### config.mk
export PLATFORM = sky130hd
export DESIGN_NAME = int_issue_queue_flat
export DESIGN_NICKNAME = d
export VERILOG_FILES = /design/src/rtl/issue_pkg.sv /design/src/rtl/int_issue_queue_if.sv /design/src/rtl/iq_select.sv /design/src/rtl/int_issue_queue.sv /design/src/flat_wrapper.sv
export SDC_FILE = /design/constraint.sdc
export NUM_CORES = 2
export LEC_CHECK = 0
export CORE_UTILIZATION = 35
export DETAILED_ROUTE_END_ITERATION = 10
export GPL_TIMING_DRIVEN = 0
export HOLD_SLACK_MARGIN = 0.15
export PLACE_DENSITY = 0.56
export RECOVER_POWER = 50
export SETUP_SLACK_MARGIN = 0.02
export SLEW_MARGIN = 20
export SYNTH_ARGS = -nofsm -noshare
export SYNTH_HDL_FRONTEND = slang
export SYNTH_SLANG_ARGS = --single-unit
export TNS_END_PERCENT = 10
### constraint.sdc
create_clock -name clk -period 2.9 [get_ports clk]
set_input_delay 0.435 -clock clk [delete_from_list [all_inputs] [get_ports clk]]
set_output_delay 0.435 -clock clk [all_outputs]
set_load 0.05 [all_outputs]
### src/rtl/issue_pkg.sv
// issue_pkg: entry layout and CDB wakeup helper shared by the issue queues
package issue_pkg;
  localparam int TAG_W = 6;
  localparam int DATA_W = 32;
  typedef struct packed {
    logic valid;
    logic [6:0] opcode;
    logic [2:0] funct3;
    logic [6:0] funct7;
    logic [DATA_W-1:0] imm;
    logic [DATA_W-1:0] pc;
    logic [DATA_W-1:0] rs1_data;
    logic [TAG_W-1:0] rs1_tag;
    logic rs1_valid;
    logic [DATA_W-1:0] rs2_data;
    logic [TAG_W-1:0] rs2_tag;
    logic rs2_valid;
    logic [TAG_W:0] rd_token;
  } iq_entry_t;
  localparam iq_entry_t EMPTY = '0;
  function automatic iq_entry_t wakeup(iq_entry_t e, logic cdb_valid, logic [TAG_W-1:0] cdb_tag,
                                       logic [DATA_W-1:0] cdb_data);
    iq_entry_t r;
    r = e;
    if (e.valid && cdb_valid && !e.rs1_valid && e.rs1_tag == cdb_tag) begin
      r.rs1_data = cdb_data;
      r.rs1_valid = 1'b1;
    end
    if (e.valid && cdb_valid && !e.rs2_valid && e.rs2_tag == cdb_tag) begin
      r.rs2_data = cdb_data;
      r.rs2_valid = 1'b1;
    end
    return r;
  endfunction
endpackage

### src/rtl/int_issue_queue_if.sv
// int_issue_queue_if: dispatch, CDB and ALU issue signals of the integer issue queue
interface int_issue_queue_if;
  import issue_pkg::*;
  logic int_queue_en;
  logic [6:0] opcode;
  logic [2:0] funct3;
  logic [6:0] funct7;
  logic [DATA_W-1:0] disp_imm;
  logic [DATA_W-1:0] disp_pc;
  logic [DATA_W-1:0] rs1_data;
  logic rs1_data_valid;
  logic [TAG_W-1:0] rs1_tag;
  logic [DATA_W-1:0] rs2_data;
  logic rs2_data_valid;
  logic [TAG_W-1:0] rs2_tag;
  logic [TAG_W:0] rd_token;
  logic queue_full;
  logic cdb_valid;
  logic [TAG_W-1:0] cdb_tag;
  logic [DATA_W-1:0] cdb_data;
  logic issue_valid;
  logic issue_ready;
  logic [6:0] issue_opcode;
  logic [2:0] issue_funct3;
  logic [6:0] issue_funct7;
  logic [DATA_W-1:0] issue_imm;
  logic [DATA_W-1:0] issue_pc;
  logic [DATA_W-1:0] issue_rs1_data;
  logic [DATA_W-1:0] issue_rs2_data;
  logic [TAG_W:0] issue_rd_token;
  modport slave (
    input int_queue_en, opcode, funct3, funct7, disp_imm, disp_pc,
          rs1_data, rs1_data_valid, rs1_tag, rs2_data, rs2_data_valid, rs2_tag, rd_token,
          cdb_valid, cdb_tag, cdb_data, issue_ready,
    output queue_full, issue_valid, issue_opcode, issue_funct3, issue_funct7, issue_imm,
           issue_pc, issue_rs1_data, issue_rs2_data, issue_rd_token
  );
  modport master (
    output int_queue_en, opcode, funct3, funct7, disp_imm, disp_pc,
           rs1_data, rs1_data_valid, rs1_tag, rs2_data, rs2_data_valid, rs2_tag, rd_token,
           cdb_valid, cdb_tag, cdb_data, issue_ready,
    input queue_full, issue_valid, issue_opcode, issue_funct3, issue_funct7, issue_imm,
          issue_pc, issue_rs1_data, issue_rs2_data, issue_rd_token
  );
endinterface

### src/rtl/iq_select.sv
// iq_select: one-hot pick of the lowest-index (oldest) ready slot
module iq_select #(
  parameter int N = 4
) (
  input  logic [N-1:0] ready,
  output logic [N-1:0] sel,
  output logic         any_ready
);
  assign sel = ready & (~ready + N'(1));
  assign any_ready = |ready;
endmodule

### src/rtl/int_issue_queue.sv
// int_issue_queue: age-ordered, shift-compacting integer reservation station
module int_issue_queue
  import issue_pkg::*;
#(
  parameter int DEPTH = 4
) (
  input logic clk,
  input logic rst,
  int_issue_queue_if.slave bus
);
  localparam int CW = $clog2(DEPTH + 1);
  iq_entry_t q [DEPTH];
  iq_entry_t w [DEPTH];
  iq_entry_t nxt [DEPTH];
  iq_entry_t inc;
  logic [CW-1:0] count, count_nxt, pos;
  logic [DEPTH-1:0] ready, sel, shift;
  logic full_q, any, fire, enq;
  // a slot is ready once both operands are present
  always_comb for (int i = 0; i < DEPTH; i++) ready[i] = q[i].valid & q[i].rs1_valid & q[i].rs2_valid;
  iq_select #(.N(DEPTH)) u_select (.ready(ready), .sel(sel), .any_ready(any));
  assign fire = any & bus.issue_ready;
  assign enq = bus.int_queue_en & ~full_q;
  assign shift = fire ? ~(sel - DEPTH'(1)) : '0;
  assign pos = count - CW'(fire);
  assign count_nxt = count + CW'(enq) - CW'(fire);
  assign bus.queue_full = full_q;
  assign bus.issue_valid = any;
  // present the selected slot, all zero when nothing is ready
  always_comb begin
    bus.issue_opcode = '0;
    bus.issue_funct3 = '0;
    bus.issue_funct7 = '0;
    bus.issue_imm = '0;
    bus.issue_pc = '0;
    bus.issue_rs1_data = '0;
    bus.issue_rs2_data = '0;
    bus.issue_rd_token = '0;
    for (int i = 0; i < DEPTH; i++) if (sel[i]) begin
      bus.issue_opcode = q[i].opcode;
      bus.issue_funct3 = q[i].funct3;
      bus.issue_funct7 = q[i].funct7;
      bus.issue_imm = q[i].imm;
      bus.issue_pc = q[i].pc;
      bus.issue_rs1_data = q[i].rs1_data;
      bus.issue_rs2_data = q[i].rs2_data;
      bus.issue_rd_token = q[i].rd_token;
    end
  end
  // incoming entry, snooping the CDB in its own enqueue cycle
  always_comb begin
    inc = '{valid: 1'b1, opcode: bus.opcode, funct3: bus.funct3, funct7: bus.funct7,
            imm: bus.disp_imm, pc: bus.disp_pc,
            rs1_data: bus.rs1_data, rs1_tag: bus.rs1_tag, rs1_valid: bus.rs1_data_valid,
            rs2_data: bus.rs2_data, rs2_tag: bus.rs2_tag, rs2_valid: bus.rs2_data_valid,
            rd_token: bus.rd_token};
    inc = wakeup(inc, bus.cdb_valid, bus.cdb_tag, bus.cdb_data);
  end
  // wake every slot, squeeze out the fired one and drop the new entry at the tail
  always_comb begin
    for (int i = 0; i < DEPTH; i++) w[i] = wakeup(q[i], bus.cdb_valid, bus.cdb_tag, bus.cdb_data);
    for (int i = 0; i < DEPTH; i++) begin
      nxt[i] = shift[i] ? ((i == DEPTH - 1) ? EMPTY : w[(i + 1) % DEPTH]) : w[i];
      if (enq && pos == CW'(i)) nxt[i] = inc;
    end
  end
  // slot storage, occupancy and the registered full flag
  always_ff @(posedge clk or negedge rst) begin
    if (!rst) begin
      q <= '{default: EMPTY};
      count <= '0;
      full_q <= 1'b0;
    end else begin
      q <= nxt;
      count <= count_nxt;
      full_q <= count_nxt == CW'(DEPTH);
    end
  end
  a_no_enq_when_full: assert property (@(posedge clk) disable iff (!rst) !(bus.int_queue_en && full_q))
    else $warning("int_issue_queue: enqueue dropped while queue_full");
endmodule

### src/flat_wrapper.sv
// flat-port wrapper written by rule: the top's interface ports become plain ports
module int_issue_queue_flat import issue_pkg::*;
#(
  parameter int DEPTH = 4
)
  (clk, rst, bus_int_queue_en, bus_opcode, bus_funct3, bus_funct7, bus_disp_imm, bus_disp_pc, bus_rs1_data, bus_rs1_data_valid, bus_rs1_tag, bus_rs2_data, bus_rs2_data_valid, bus_rs2_tag, bus_rd_token, bus_cdb_valid, bus_cdb_tag, bus_cdb_data, bus_issue_ready, bus_queue_full, bus_issue_valid, bus_issue_opcode, bus_issue_funct3, bus_issue_funct7, bus_issue_imm, bus_issue_pc, bus_issue_rs1_data, bus_issue_rs2_data, bus_issue_rd_token);
  int_issue_queue_if bus_i ();
  input logic clk;
  input logic rst;
  input wire logic [$bits(bus_i.int_queue_en)-1:0] bus_int_queue_en;
  input wire logic [$bits(bus_i.opcode)-1:0] bus_opcode;
  input wire logic [$bits(bus_i.funct3)-1:0] bus_funct3;
  input wire logic [$bits(bus_i.funct7)-1:0] bus_funct7;
  input wire logic [$bits(bus_i.disp_imm)-1:0] bus_disp_imm;
  input wire logic [$bits(bus_i.disp_pc)-1:0] bus_disp_pc;
  input wire logic [$bits(bus_i.rs1_data)-1:0] bus_rs1_data;
  input wire logic [$bits(bus_i.rs1_data_valid)-1:0] bus_rs1_data_valid;
  input wire logic [$bits(bus_i.rs1_tag)-1:0] bus_rs1_tag;
  input wire logic [$bits(bus_i.rs2_data)-1:0] bus_rs2_data;
  input wire logic [$bits(bus_i.rs2_data_valid)-1:0] bus_rs2_data_valid;
  input wire logic [$bits(bus_i.rs2_tag)-1:0] bus_rs2_tag;
  input wire logic [$bits(bus_i.rd_token)-1:0] bus_rd_token;
  input wire logic [$bits(bus_i.cdb_valid)-1:0] bus_cdb_valid;
  input wire logic [$bits(bus_i.cdb_tag)-1:0] bus_cdb_tag;
  input wire logic [$bits(bus_i.cdb_data)-1:0] bus_cdb_data;
  input wire logic [$bits(bus_i.issue_ready)-1:0] bus_issue_ready;
  output wire logic [$bits(bus_i.queue_full)-1:0] bus_queue_full;
  output wire logic [$bits(bus_i.issue_valid)-1:0] bus_issue_valid;
  output wire logic [$bits(bus_i.issue_opcode)-1:0] bus_issue_opcode;
  output wire logic [$bits(bus_i.issue_funct3)-1:0] bus_issue_funct3;
  output wire logic [$bits(bus_i.issue_funct7)-1:0] bus_issue_funct7;
  output wire logic [$bits(bus_i.issue_imm)-1:0] bus_issue_imm;
  output wire logic [$bits(bus_i.issue_pc)-1:0] bus_issue_pc;
  output wire logic [$bits(bus_i.issue_rs1_data)-1:0] bus_issue_rs1_data;
  output wire logic [$bits(bus_i.issue_rs2_data)-1:0] bus_issue_rs2_data;
  output wire logic [$bits(bus_i.issue_rd_token)-1:0] bus_issue_rd_token;
  assign bus_i.int_queue_en = bus_int_queue_en;
  assign bus_i.opcode = bus_opcode;
  assign bus_i.funct3 = bus_funct3;
  assign bus_i.funct7 = bus_funct7;
  assign bus_i.disp_imm = bus_disp_imm;
  assign bus_i.disp_pc = bus_disp_pc;
  assign bus_i.rs1_data = bus_rs1_data;
  assign bus_i.rs1_data_valid = bus_rs1_data_valid;
  assign bus_i.rs1_tag = bus_rs1_tag;
  assign bus_i.rs2_data = bus_rs2_data;
  assign bus_i.rs2_data_valid = bus_rs2_data_valid;
  assign bus_i.rs2_tag = bus_rs2_tag;
  assign bus_i.rd_token = bus_rd_token;
  assign bus_i.cdb_valid = bus_cdb_valid;
  assign bus_i.cdb_tag = bus_cdb_tag;
  assign bus_i.cdb_data = bus_cdb_data;
  assign bus_i.issue_ready = bus_issue_ready;
  assign bus_queue_full = bus_i.queue_full;
  assign bus_issue_valid = bus_i.issue_valid;
  assign bus_issue_opcode = bus_i.issue_opcode;
  assign bus_issue_funct3 = bus_i.issue_funct3;
  assign bus_issue_funct7 = bus_i.issue_funct7;
  assign bus_issue_imm = bus_i.issue_imm;
  assign bus_issue_pc = bus_i.issue_pc;
  assign bus_issue_rs1_data = bus_i.issue_rs1_data;
  assign bus_issue_rs2_data = bus_i.issue_rs2_data;
  assign bus_issue_rd_token = bus_i.issue_rd_token;
  int_issue_queue #(.DEPTH(DEPTH)) u_core (.clk(clk), .rst(rst), .bus(bus_i));
endmodule
Word level (Yosys, flattened, before mapping) --
Cells that the tools add are included.
Operators by class: add/sub/neg operators 5, eq/ne operators 14, multiplexer cells 61, bitwise gates (word level) 14, reduce and logical (&&, ||, !) cells 46
Operators by type and width (count):
- $mux 167 | 8
- $mux 32 | 26
- $mux 7 | 12
- $eq 6x6->1 | 10
- $logic_and 1x1->1 | 28
- $mux 3 | 4
- $and 1x1->1 | 10
- $logic_not 1->1 | 10
- $mux 1 | 10
- $not 4->4 | 2
- $reduce_bool 2->1 | 4
- $eq 3x2->1 const B | 2
- $reduce_bool 3->1 | 2
- $sub 3x1->3 | 2
- $add 4x1->4 const B | 1
- $and 4x4->4 | 1
- $mux 4 | 1
- $reduce_or 4->1 | 1
- $sub 4x1->4 const B | 1
- $add 3x1->3 | 1
- $eq 3x1->1 const B | 1
- $eq 3x3->1 const B | 1
- $logic_not 3->1 | 1
- $not 1->1 | 1
Storage, ports and cells: bits in registers 672, input port bits 209, word-level logic and storage cells 194

Depth between registers and ports, before layout --
word-level depth 10, gate-level depth with buffers 15, depth with buffers taken out 12

Hierarchy --
From an unflattened synthesis, not the netlist that was laid out.
Unflattened totals: cell total of the unflattened synthesis 4025, area total of the unflattened synthesis 37711.2 µm²
By module, submodules not included:
- int_issue_queue | instances 1, cells an instance 4020, area each 37673.6 µm², sequential area each 16816.1 µm²
- iq_select | instances 1, cells an instance 5, area each 37.5 µm², sequential area each 0.0 µm²

Worst setup path before layout --
Ideal clock, no wire load.
path kind reg-to-reg, from register u_core.q[667] (netlist bit), to register u_core.q[353] (netlist bit), library setup time 0.095 ns, arrival 3.546 ns, required time 2.805 ns, path slack -0.741 ns, cell stages (with the launch flop) 14, buffers on the path 2, clock period less this slack 3.641 ns, cells stage by stage dfrtp_1 -> nand3_1 -> buf_2 -> nand4_1 -> nand2_1 -> inv_1 -> ha_1 -> inv_1 -> ha_1 -> or4_1 -> a41o_1 -> o31a_4 -> buf_6 -> a221oi_2
RTL lines:
- start, declared | RTL line int_issue_queue.sv:12 | iq_entry_t q [DEPTH];
- start signal, assigned | RTL line int_issue_queue.sv:74 | q <= nxt;

Final worst setup path --
from register u_core.q[667] (netlist bit), to output bus_issue_rs2_data[1]
On the way: longest elaborated chain between the ends 9
RTL lines:
- $and 1x1->1 (*) (2 in a row) | RTL line int_issue_queue.sv:20 | always_comb for (int i = 0; i < DEPTH; i++) ready[i] = q[i].valid & q[i].rs1_valid & q[i].rs2_valid;
- $not 4->4 | RTL line iq_select.sv:9 | assign sel = ready & (~ready + N'(1));
- $add 4x1->4 | RTL line iq_select.sv:9
- $and 4x4->4 (*) | RTL line iq_select.sv:9
- $mux 32 (3 in a row) | RTL line int_issue_queue.sv:39 | for (int i = 0; i < DEPTH; i++) if (sel[i]) begin
- $mux 32 (*) | RTL line int_issue_queue.sv:39
- end, declared | RTL line flat_wrapper.sv:35 | output wire logic [$bits(bus_i.issue_rs2_data)-1:0] bus_issue_rs2_data;
Every way passes the cells marked *; elsewhere a longest branch is shown, timed or not.

==> flow_summary_export.csv <==
group,metric,value,unit
outcome,outcome,"complete, but fails checks",
outcome,violations,"setup timing",
critical_path,endpoint,"bus_issue_rs2_data[1]",
power,p_leak,20.9,nW
critical_path,r2r-start,"u_core.q[667]",
placed_design,pre_cts_ws,-2.69,ns
timing,setup_viol,760,
cells_and_area,final_core_util,46.3,%
power,power.internal,33.3,mW
logic_synthesis,synth-edff-count,0,
route,post_drt_wl_per_cell,27.5,µm
clock_network,h-tree-depth,3,
cells_and_area,final_cell_mix,"nand2_1, dfrtp_1, nor2_1",
timing,period_share,114,%
route,drc,0,
global_route,grt_pass1_vias,37867,
cells_and_area,fill_cells,10278,
floorplanning,ios,363,
cells_and_area,multi_input_area,20400,µm²
critical_path,crit_path_max_fanout,10,
cells_and_area,final_common_cell,"nand2_1",
logic_synthesis,synth_top_family_by_area,"compound AO/OA/AOI/OAI gates",
critical_path,slowest_stage,"dfrtp_2",
logic_synthesis,syn_avg_cell_area,8.73,µm²
timing,worst_pin_slew,1.40,ns
logic_synthesis,synth_area,38000,µm²
floorplanning,rows,120,
clock_network,cts.sinks,672,
critical_path,cp_slowest_stage_delay,0.45,ns
timing,finalHoldViolations,0,
floorplanning,fp.dieH,332,µm
logic_synthesis,async_flop_share,100,%
global_route,grt_usage,30.7,%
route,drt_first_pass_iters,6,
critical_path,cp_cell_sequence,"nand3_4 -> buf_12 -> buf_4 -> clkbuf_8 -> buf_2 -> nor2_1 -> o21ai_4 -> buf_6",
critical_path,cp.arrival,2.86,ns
placed_design,port_buffers,355,
power,vdd_drop_max,0.827,mV
route,via_count,38736,
power,p_comb_share,56.7,%
logic_synthesis,synth_nets,4569,
route,viasPerCell,6.10,
power,p_clk_share,16.7,%
global_route,grt-ovfl-total,0,
power,p_seq_share,26.6,%
cells_and_area,drive_gt1_share,20.9,%
timing,rsz0062_at_grt,"yes",
timing,finalMaxSlewViolations,0,
cells_and_area,fin_nets,5083,
cells_and_area,register_area,16800,µm²
critical_path,r2r_slack,-0.31,ns
route,final_antenna_net_count,0,
clock_network,cts_buffers,84,
floorplanning,start_util,35.4,%
logic_synthesis,synth-simple-area-share,18.9,%
cells_and_area,area_growth,30.7,%
timing,max_freq,0.304,GHz
logic_synthesis,netlist_instances,4355,
timing,slew_headroom,6.55,%
logic_synthesis,synth.mux.area_fraction,6.77,%
power,power.density,1310,nW/µm²
global_route,grt_max_degree,85,
clock_network,cts_root_buf,"clkbuf_16",
placed_design,place_congestion,0.937,
logic_synthesis,synth_xor_area_share,1.47,%
floorplanning,core-area,107000,µm²
floorplanning,die_x,332,µm
critical_path,worstRegToRegCells,15,
route,drtIter0Drc,4708,
logic_synthesis,synth_ff_type,"dfrtp_1",
global_route,antenna_found_initial,28,
placed_design,dp_hpwl,120000,µm
min_path,hp-class,"primary input to asynchronous set/reset pin",
clock_network,clk_latency,0.68,ns
timing,post-route-min-period,3.29,ns
logic_synthesis,yosysWarnings,0,
critical_path,r2r-end,"u_core.q[414]",
critical_path,crit_type,"register to primary output",
power,p_sw,31.8,mW
critical_path,start_kind,"register",
floorplanning,die-area,110000,µm²
logic_synthesis,synth_seq_cells,672,
critical_path,cp_num_buf_inv,5,
power,swShare,48.8,%
logic_synthesis,yosysSeqAreaShare,44.2,%
critical_path,endpoint_kind,"primary output",
logic_synthesis,synth_compound_area_share,22.9,%
timing,fin_skew,0.0282,ns
route,drt_wl_total,175000,µm
clock_network,clk_transition_reported_paths,0.06,ns
job,drv_cap,0,
critical_path,crit_required,2.47,ns
logic_synthesis,netlist-cell-type-count,68,
timing,setup_ws,-0.392,ns
clock_network,cts_tree,"done",
clock_network,clk_path_buf_depth,3,
global_route,grt_pass1_wl,255000,µm
critical_path,crit_family,"buffers and inverters",
critical_path,critPathLaunch,"u_core.q[667]",
critical_path,cp.depth,8,
logic_synthesis,synthAdderAreaFrac,0.184,%
[power by group through the flow]
stage                     combinational [mW]  clock [mW]  sequential [mW]
after floorplan                         21.7           0             16.1
after global placement                  32.4           0             17.2
after CTS                               34.7        11.0             17.1
after detailed placement                32.9           0             17.2
after global routing                    38.9        11.3             17.7
final                                   36.9        10.9             17.3
[how the worst min path moves through the flow]
stage,from,endpoint,slack (ns),cells past startpoint
finish,rst,u_core.q[665],0.25,2
CTS,rst,u_core.q[665],0.28,2
detailed placement,rst,u_core.q[665],0.39,1
global placement,u_core.q[157],u_core.q[157],0.50,2
global route,rst,u_core.q[665],0.31,2
floorplan,rst,u_core.bus.queue_full,0.14,0
[final cells by class]
type / count / share of cell area [%]
antenna: 12 / 0.0604
buffer: 414 / 5.94
clock buffer: 130 / 5.09
clock inverter: 26 / 0.534
inverter: 75 / 0.577
multi-input combinational: 3192 / 41.2
sequential: 672 / 33.9
tap: 1403 / 3.53
timing repair buffer: 430 / 9.24
[metal layers]
metal | vias to the layer above | part of all wire, % | routed length, µm | track usage, %
met5 | - | 0.11 | 185 | 0
met4 | 30 | 4.4 | 7710 | 13.6
met3 | 453 | 10 | 18200 | 8.25
met2 | 2248 | 44 | 76700 | 45.9
met1 | 19237 | 41 | 71800 | 41.3
li1 | 16768 | - | - | -
[sequential cells by signal, summed over array words and instances (netlist names)]
register	count
u_core.q	668
u_core.count	3
u_core.bus.queue_full	1
[worst register-to-register path, cell delays in order (launching register included)]
cell	delay, ns
dfrtp_2	0.45
nand3_4	0.12
buf_12	0.12
nand4_1	0.20
nand2_2	0.15
inv_4	0.05
ha_4	0.17
inv_4	0.06
ha_4	0.23
nor4_4	0.27
buf_4	0.23
buf_4	0.14
clkbuf_8	0.22
buf_6	0.26
o32ai_1	0.14
a211oi_2	0.30
[synth_stat cells (all sizes together) (2+ instances only)]
| library cell | instances | area share (%) |
|---|---|---|
| nor3 | 104 | 1.4 |
| dfrtp | 672 | 44 |
| clkbuf | 258 | 2.5 |
| o2111ai | 32 | 0.74 |
| o221ai | 32 | 0.74 |
| nand2b | 3 | 0.056 |
| nand4 | 6 | 0.14 |
| nor2 | 490 | 4.9 |
| o211ai | 36 | 0.71 |
| mux2i | 229 | 6.8 |
| a211o | 4 | 0.092 |
| or4 | 2 | 0.049 |
| nor2b | 36 | 0.59 |
| a21boi | 32 | 0.63 |
| a221oi | 279 | 7.9 |
| a31oi | 201 | 3.3 |
| nand3 | 112 | 1.5 |
| xor2 | 34 | 0.80 |
| o22ai | 64 | 1.1 |
| buf | 158 | 2.3 |
| nor4 | 11 | 0.33 |
| and3 | 37 | 0.61 |
| nand2 | 865 | 8.5 |
| o21ai | 359 | 4.7 |
| xnor2 | 29 | 0.67 |
| and3b | 3 | 0.069 |
| inv | 75 | 0.74 |
| a211oi | 36 | 0.72 |
| ha | 4 | 0.13 |
| o32ai | 64 | 1.5 |
| a21oi | 36 | 0.48 |
| nor3b | 33 | 0.65 |
| o21a | 2 | 0.039 |
| nand3b | 4 | 0.079 |
| o31a | 2 | 0.069 |
| or2 | 2 | 0.033 |
[kinds of logic (layout without fill, tap and decap cells)]
family          Yosys count  count (layout)
compound gates         1186            1186
other cells               0              12
buf+inv                 491            1075
mux                     229             229
simple gates           1709            1709
xor+xnor                 63              63
fa+ha+maj                 5               5
flops                   672             672
[through the flow]
step / cells / setup TNS [ns] / hold WS [ns] / area (µm²) / total power, mW
6_report: 6354 / -131.35 / 0.254 / 49700 / 65.1
5_1_grt: 6350 / -192.74 / 0.312 / 49700 / 67.9
4_1_cts: 6303 / -149.67 / 0.282 / 48400 / 62.7
3_5_place_dp: 6123 / -1005.20 / 0.394 / 44200 / 50.0
3_3_place_gp: 6113 / - / 0.505 / 43900 / 49.6
2_1_floorplan: 4355 / -185.20 / 0.139 / 38600 / 37.8
[what timing repair did]
item	in CTS	in global routing
resized for setup	1607	292
cloned	3	10
buffers inserted	22	35
endpoints found under the hold margin	156	0
setup endpoints to repair	822	822
hold buffers	1	0
pin swaps	8	18
Power figures use the tool's default switching activity.
